--- config.mk ---
export PLATFORM = sky130hd
export DESIGN_NAME = dds_sweep_ctrl
export DESIGN_NICKNAME = d
export VERILOG_FILES = /design/src/rtl/dds_sweep_ctrl.sv
export SDC_FILE = /design/constraint.sdc
export NUM_CORES = 1
export LEC_CHECK = 0
export CAP_MARGIN = 10
export CORE_ASPECT_RATIO = 0.75
export CORE_MARGIN = 3
export CORE_UTILIZATION = 45
export CTS_BUF_LIST = sky130_fd_sc_hd__clkbuf_16
export CTS_CLUSTER_SIZE = 25
export DETAILED_ROUTE_END_ITERATION = 7
export DONT_BUFFER_PORTS = 1
export GPL_TIMING_DRIVEN = 1
export PLACE_DENSITY_LB_ADDON = 0.12
export SLEW_MARGIN = 20
export SYNTH_ARGS = -nofsm -noshare
export SYNTH_HDL_FRONTEND = slang
export SYNTH_SLANG_ARGS = --single-unit
--- constraint.sdc ---
create_clock -name clk_i -period 4.3 [get_ports clk_i]
set_input_delay 0.645 -clock clk_i [delete_from_list [all_inputs] [get_ports clk_i]]
set_output_delay 0.645 -clock clk_i [all_outputs]
set_load 0.005 [all_outputs]
--- src/rtl/dds_sweep_ctrl.sv ---
// DDS frequency-sweep controller: steps a phase increment from a start value
// to a stop value (single, repeating or up-down) with a programmable dwell.
module dds_sweep_ctrl #(
    parameter int unsigned PHASE_WIDTH = 16,
    parameter int unsigned DWELL_WIDTH = 16
) (
    input  logic                   clk_i,
    input  logic                   rst_i,
    input  logic                   cfg_valid_i,
    output logic                   cfg_ready_o,
    input  logic [PHASE_WIDTH-1:0] cfg_start_inc_i,
    input  logic [PHASE_WIDTH-1:0] cfg_stop_inc_i,
    input  logic [PHASE_WIDTH-1:0] cfg_step_i,
    input  logic [DWELL_WIDTH-1:0] cfg_dwell_i,
    input  logic [1:0]             cfg_mode_i,
    input  logic                   start_i,
    input  logic                   abort_i,
    output logic [PHASE_WIDTH-1:0] phase_inc_o,
    output logic                   busy_o,
    output logic                   step_o,
    output logic                   done_o
);

    typedef enum logic [1:0] {
        IDLE     = 2'd0,
        RUN_UP   = 2'd1,
        RUN_DOWN = 2'd2,
        DONE     = 2'd3
    } state_t;

    localparam logic [1:0] MODE_REPEAT = 2'd1;
    localparam logic [1:0] MODE_UPDOWN = 2'd2;

    state_t                 state;
    logic [PHASE_WIDTH-1:0] start_r;
    logic [PHASE_WIDTH-1:0] stop_r;
    logic [PHASE_WIDTH-1:0] step_r;
    logic [DWELL_WIDTH-1:0] dwell_r;
    logic [DWELL_WIDTH-1:0] dwell_cnt;
    logic [1:0]             mode_r;

    logic                   cfg_hs;
    logic [PHASE_WIDTH-1:0] cfg_stop_eff;
    logic [PHASE_WIDTH-1:0] cfg_step_eff;
    logic [PHASE_WIDTH:0]   up_sum;
    logic [PHASE_WIDTH-1:0] up_next;
    logic [PHASE_WIDTH-1:0] down_diff;
    logic [PHASE_WIDTH-1:0] down_next;
    logic                   dwell_done;

    // State decodes are taken straight from the state register
    assign cfg_ready_o = (state == IDLE);
    assign busy_o      = (state != IDLE);

    // Abort outranks a configuration handshake as well
    assign cfg_hs     = cfg_valid_i && cfg_ready_o && !abort_i;
    assign dwell_done = (dwell_cnt == dwell_r);

    // Configuration normalisation and saturating next-step arithmetic
    always_comb begin
        cfg_stop_eff = (cfg_stop_inc_i > cfg_start_inc_i) ? cfg_stop_inc_i : cfg_start_inc_i;
        cfg_step_eff = (cfg_step_i == '0) ? PHASE_WIDTH'(1) : cfg_step_i;

        up_sum  = {1'b0, phase_inc_o} + {1'b0, step_r};
        up_next = (up_sum > {1'b0, stop_r}) ? stop_r : up_sum[PHASE_WIDTH-1:0];

        down_diff = phase_inc_o - step_r;
        if ((phase_inc_o < step_r) || (down_diff < start_r)) begin
            down_next = start_r;
        end else begin
            down_next = down_diff;
        end
    end

    // Sweep FSM with registered phase increment and pulse outputs
    always_ff @(posedge clk_i) begin
        if (rst_i) begin
            state       <= IDLE;
            phase_inc_o <= '0;
            step_o      <= 1'b0;
            done_o      <= 1'b0;
            dwell_cnt   <= '0;
            start_r     <= '0;
            stop_r      <= '0;
            step_r      <= '0;
            dwell_r     <= '0;
            mode_r      <= '0;
        end else begin
            step_o <= 1'b0;
            done_o <= 1'b0;
            if (abort_i) begin
                state       <= IDLE;
                phase_inc_o <= '0;
                dwell_cnt   <= '0;
            end else begin
                case (state)
                    IDLE: begin
                        if (cfg_hs) begin
                            start_r <= cfg_start_inc_i;
                            stop_r  <= cfg_stop_eff;
                            step_r  <= cfg_step_eff;
                            dwell_r <= cfg_dwell_i;
                            mode_r  <= cfg_mode_i;
                        end
                        if (start_i) begin
                            state       <= RUN_UP;
                            phase_inc_o <= cfg_hs ? cfg_start_inc_i : start_r;
                            dwell_cnt   <= '0;
                        end
                    end
                    RUN_UP: begin
                        if (!dwell_done) begin
                            dwell_cnt <= dwell_cnt + DWELL_WIDTH'(1);
                        end else begin
                            dwell_cnt <= '0;
                            if (phase_inc_o < stop_r) begin
                                phase_inc_o <= up_next;
                                step_o      <= 1'b1;
                            end else begin
                                case (mode_r)
                                    MODE_REPEAT: begin
                                        phase_inc_o <= start_r;
                                        step_o      <= 1'b1;
                                    end
                                    MODE_UPDOWN: state <= RUN_DOWN;
                                    default: begin
                                        state  <= DONE;
                                        done_o <= 1'b1;
                                    end
                                endcase
                            end
                        end
                    end
                    RUN_DOWN: begin
                        if (!dwell_done) begin
                            dwell_cnt <= dwell_cnt + DWELL_WIDTH'(1);
                        end else begin
                            dwell_cnt <= '0;
                            if (phase_inc_o > start_r) begin
                                phase_inc_o <= down_next;
                                step_o      <= 1'b1;
                            end else begin
                                state <= RUN_UP;
                            end
                        end
                    end
                    DONE: begin
                        state <= IDLE;
                    end
                    default: state <= IDLE;
                endcase
            end
        end
    end

endmodule
---- Yosys cells after proc, flatten, opt, wreduce, memory -nomap -nowiden ----
Index checks and enable logic that the tools add are counted.
word-level totals
  register bits ........................... 102
  input bits .............................. 71
cells by class
  add/subtract/negate cells ............... 3
  $lt $le $gt $ge ......................... 6
  equal/unequal tests ..................... 14
  multiplexer cells ....................... 29
  bitwise logic cells ..................... 3
  reduce and logical (&&, ||, !) cells .... 18
operators with widths
  kind                                                              count
  16-bit two-way mux                                                13
  16-bit less-than comparator                                       3
  16-bit one-hot mux with 3 select lines                            1
  16-bit > comparator                                               2
  16-bit one-hot mux with 2 select lines                            1
  16-bit by 16-bit adder with 17-bit output                         1
  17-bit by 16-bit > comparator with 1-bit output                   1
  16-bit by 1-bit adder with 16-bit output (second input constant)  1
  16-bit == test                                                    1
  16-bit zero test                                                  1
  16-bit subtractor                                                 1
  2-bit inequality test (second input constant)                     6
  6-bit AND reduction                                               2
  2-bit two-way mux                                                 5
  2-bit one-hot mux with 4 select lines                             1
  2-bit == test (second input constant)                             3
  1-bit two-way mux                                                 6
  2-bit OR reduction                                                3
  5-bit OR reduction                                                1
  2-bit by 1-bit == test with 1-bit output (second input constant)  2
  2-bit one-hot mux with 2 select lines                             1
  2-bit AND reduction                                               2
  2-bit nonzero test                                                2
  3-bit inequality test (second input constant)                     1
  other kinds (9)                                                   12

---- Logic depth before layout (Yosys ltp) ----
  depth in word-level cells ............... 7
  gate-level depth with buffers ........... 21
  depth with buffers taken out ............ 20

---- Least setup slack after synthesis ----
Ideal clock, no wire load.
  path type ............................... register to register
  start point ............................. register phase_inc_o[5]
  end point ............................... register phase_inc_o[11]
  arrival time ............................ 4.429 ns
  required time ........................... 4.183 ns
  setup slack ............................. -0.246 ns
  stages on the path, launching flop included .. 20
  path buffers ............................ 2
  clock period less this slack ............ 4.546 ns
  path through ............................ dfxtp_1 -> ha_1 -> buf_4 -> and2b_1 -> a221oi_1 -> a311oi_2 -> or3_2 -> a21oi_1 -> xnor2_1 -> ha_1 -> nand4_1 -> nor4_1 -> o31a_2 -> o221a_2 -> nor3b_4 -> and2_2 -> buf_4 -> a221o_1 -> a221o_1 -> a32o_1
on the way
  cells in the longest elaborated chain, start to end .. 7
  elaborated cells on any way between the ends .. 18
  those cells by class .................... add/sub (2); order compare (5); eq/ne (2); mux (7); reduce/logical (2)
ends and longest elaborated chain
  element                                 line  RTL
  start: declaration                      18    output logic [PHASE_WIDTH-1:0] phase_inc_o,
  start signal: assignment                107   phase_inc_o <= cfg_hs ? cfg_start_inc_i : start_r;
  start signal: assignment                117   phase_inc_o <= up_next;
  start signal: assignment                122   phase_inc_o <= start_r;
  16-bit subtractor                       67    down_diff = phase_inc_o - step_r;
  16-bit less-than comparator             68    if ((phase_inc_o < step_r) || (down_diff < start_r)) begin
  1-bit logical OR                        68
  16-bit two-way mux                      68
  16-bit two-way mux                      139   if (phase_inc_o > start_r) begin
  16-bit two-way mux                      135   if (!dwell_done) begin
  16-bit one-hot mux with 3 select lines  96    case (state)
Parallel ways exist; a longest one is shown, timed or not. The select of a mux whose other input is x is not followed.
A chain may end at the register's enable or synchronous reset.

---- Worst setup path after layout ----
  start point ............................. register phase_inc_o[0]
  end point ............................... register phase_inc_o[11]
The elaborated chain is that of the path after synthesis.

==> metrics.txt <==
status complete, but fails checks; violated checks setup timing; Root Buffer clkbuf_16; clock sink count roughly 100; row count 42; Vias/cell roughly 5.7; final core utilization between 50 and 60%; area of the core 0.0180 mm^2; CP peak stage delay about 0.39 ns; CTS tree built; area of the multi-input gates ~0.0061 mm^2; CP Cell Sequence ha_4 -> inv_2 -> fa_2 -> o21bai_4 -> a221oi_4 -> a311oi_2 -> buf_4 -> nor2_1 -> o21ai_1 -> xnor2_1 -> ha_1 -> nand4_1 -> nor4_2 -> o31a_2 -> o221a_4 -> nor3b_4 -> and2_4 -> a221o_1 -> a221o_1 -> a32o_1; H-tree levels 3; DIE AREA just over 0.02 mm^2; GP Congestion between 0.9 and 1; Mapped Avg Cell Area between 7 and 8 um^2; slew of the pin with the lowest slew margin 1.01 ns; final hold vios 0; combinational fraction of design power approximately 45%; CP arrival 4.83 ns; Syn Std Cell Area approximately 0.0084 mm^2; fillcell total around 1.7k; DRC Markers 0; share of cells above drive strength 1 between 10% and 20%; Layout Skew 0.0103 ns; Hold WC Path Type in2reg; GRT met2 Usage around 38%; Crit-path slowest cell nor4_2; Inst Count DP between 1k and 1.5k; FF+latch count, synth between 100 and 150; Total GRT Usage 26.5%; DRT iter0 DRCs ~750; final wirelength ~27000 um; Main synth FF type dfxtp_1; post-route ant nets 0; clock buffer depth 2; Startpoint Class register; Power Dens Cells about 340 mW/mm^2; crit path kind reg2reg; number of detailed-route iterations in the first pass 5; switching part of the total power about two fifths; peak supply drop around 0.20 mV; Final TNS setup -2.70 ns; Final Non-Filler Cells between 1k and 1.5k; initial antenna violation count 0; routed len/inst 19.1 um; max-slew violations 0; worst hold slack between 0.3 and 0.4 ns; Chip Width 164 um; ant diodes 0; synthesis-to-finish area growth 19.4%; CP Capture Type register; final setup vio count 16; GR Overflow Total 0; largest net degree at the start of global routing 69; sequential share of power 30.1%; Reg2Reg Depth 20; Critical Path RT ~4.6 ns; GR peak layer met1; CP most frequent cell a221o_1; vias in the first global route about 7.8k; Design Power between 3000 and 4000 uW; Via Count 8023; clock latency at the later pin of the worst-skew pair approximately 0.36 ns; # hold bufs at CTS 0; Final period util 107%; Initial Util between 40% and 50%; Max Fclk approximately 0.22 GHz; YS warnings 0; sequential share of the synthesized area 24.2%; Synth cell types 84; reg-to-reg slack, setup -0.28 ns; Final WS setup -0.281 ns; met1 Usage GRT about two fifths; internal power ~2100 uW; relative slew slack 32.8%; post-layout min period around 4.6 ns; CTS buffer count 9; Sw Pwr between 1000 and 1500 uW; post-synthesis async set-or-reset flop share 0%; Lkg Pwr 0.00452 uW; port bufs 0; first-pass GRT wire length 43100 um; # nets final approximately 1.4k; RSZ-0062 raised after global routing yes; Clock Power Share about 25%; post-synth net total 1269; cell count after synthesis roughly 1.1k; worst-path maximum fanout 5; number of synthesized flops with an enable pin 0; die height 125 um; Reg clk slew, reported paths approximately 0.08 ns; IO Pins ~90; met3 Use GR roughly 6.4%; Hold Path Stages 1; storage element area around 0.0020 mm^2; max-capacitance violation count 0; post-DP HPWL ~21000 um
worst max-delay path, delay by kind of cell, from the launching register on:
family,cells,cell delay (ns)
AO/OA/AOI/OAI,9,2.14
AND/OR/NAND/NOR,5,0.84
adder cells (fa/ha/maj),3,0.81
flip-flops,1,0.36
buffers and inverters,2,0.21
XOR/XNOR,1,0.11
Yosys cell counts (all sizes together) (4+ instances only):
master / count / area [um^2]
a21o: 13 / 97.6
o2111ai: 5 / 43.8
dfxtp: 102 / 2040
mux2i: 28 / 280
o211ai: 6 / 50.1
xor2: 29 / 254
a311oi: 4 / 41.3
a2111oi: 8 / 71.3
a211o: 10 / 88.8
a221oi: 5 / 43.8
ha: 118 / 1480
nand3: 16 / 85.1
nor3: 14 / 70.1
nand3b: 11 / 82.6
a31oi: 6 / 37.5
or2: 5 / 31.3
inv: 90 / 338
nand4: 13 / 81.3
buf: 13 / 88.8
and2: 8 / 52.6
xnor2: 15 / 131
o21bai: 4 / 30.0
a22oi: 7 / 52.6
and4: 5 / 43.8
nand2: 129 / 484
o21a: 8 / 60.1
or3: 4 / 26.3
a21oi: 97 / 485
o21ai: 57 / 285
nor2b: 13 / 81.3
nor4: 14 / 87.6
a211oi: 23 / 178
and3: 11 / 68.8
a32o: 5 / 50.1
nor2: 92 / 353
nand2b: 12 / 80.1
clkbuf: 33 / 164
power groups by stage:
| stage | Clock, uW | Sequential (uW) | Combinational (uW) |
|---|---|---|---|
| global placement | 0 | 1060 | 1400 |
| CTS | 880 | 1040 | 1490 |
| global route | 916 | 1050 | 1700 |
| floorplan | 0 | 1050 | 919 |
| finish | 873 | 1040 | 1550 |
| detailed placement | 0 | 1060 | 1410 |
per-stage QoR:
| stage | cell area, um^2 | setup slack [ns] |
|---|---|---|
| finish | 10100 | -0.281 |
| global route | 10100 | -0.503 |
| CTS | 10000 | -0.181 |
| detailed placement | 9420 | -0.320 |
| global placement | 9420 | -0.258 |
| floorplan | 8510 | -0.0796 |
logic make-up (layout without fill, tap and decap cells):
logic type / after synthesis / after routing / synth area share [%]
multiplexers: 31 / 31 / 3.72
AO/OA/AOI/OAI: 287 / 287 / 22.2
XOR/XNOR: 44 / 44 / 4.56
flip-flops: 102 / 102 / 24.2
adder cells (fa/ha/maj): 120 / 120 / 18.0
buffers and inverters: 139 / 231 / 7.26
AND/OR/NAND/NOR: 355 / 355 / 20.1
per-layer routing:
layer / vias up / part of all wire (%)
li1: 4007 / -
met1: 3734 / 50
met2: 266 / 41
met3: 16 / 8.6
met4: 0 / 0.86
met5: - / 0
repair_timing:
item / CTS / global route
buffers inserted: 9 / 2
pin swaps: 30 / 15
gates resized for setup: 55 / 10
setup endpoints to repair: 16 / 16
cell usage in the layout (no fill, tap or decap), types with 15 or more instances in the layout:
master and count:
xor2_1 29, buf_4 119, a21oi_1 94, ha_1 112
nor2_1 89, nand3_1 15, o21ai_0 46, xnor2_1 15
nand2_1 129, dfxtp_1 97, inv_1 87, a211oi_1 20
mux2i_1 27
registers in the layout, summed over array words and instances (netlist names):
name / cells
stop_r: 16
phase_inc_o: 16
done_o: 1
dwell_r: 16
step_o: 1
start_r: 16
dwell_cnt: 16
step_r: 16
mode_r: 2
state: 2
final timing paths:
| check | from | to |
|---|---|---|
| worst min-delay path | rst_i | mode_r[0] |
| worst max-delay path | phase_inc_o[0] | phase_inc_o[11] |
| worst max register to register | phase_inc_o[0] | phase_inc_o[11] |
| worst min register to register | dwell_r[7] | dwell_r[7] |
area by class of cell:
class | instances | share of cell area [%]
Sequential cell | 102 | 20.3
Inverter | 91 | 3.39
Tap cell | 242 | 3.00
Multi-Input combinational cell | 837 | 60.8
Timing Repair Buffer | 125 | 9.61
Clock inverter | 6 | 0.682
Clock buffer | 9 | 2.23
Note: power is estimated with default switching activity, not from simulation.
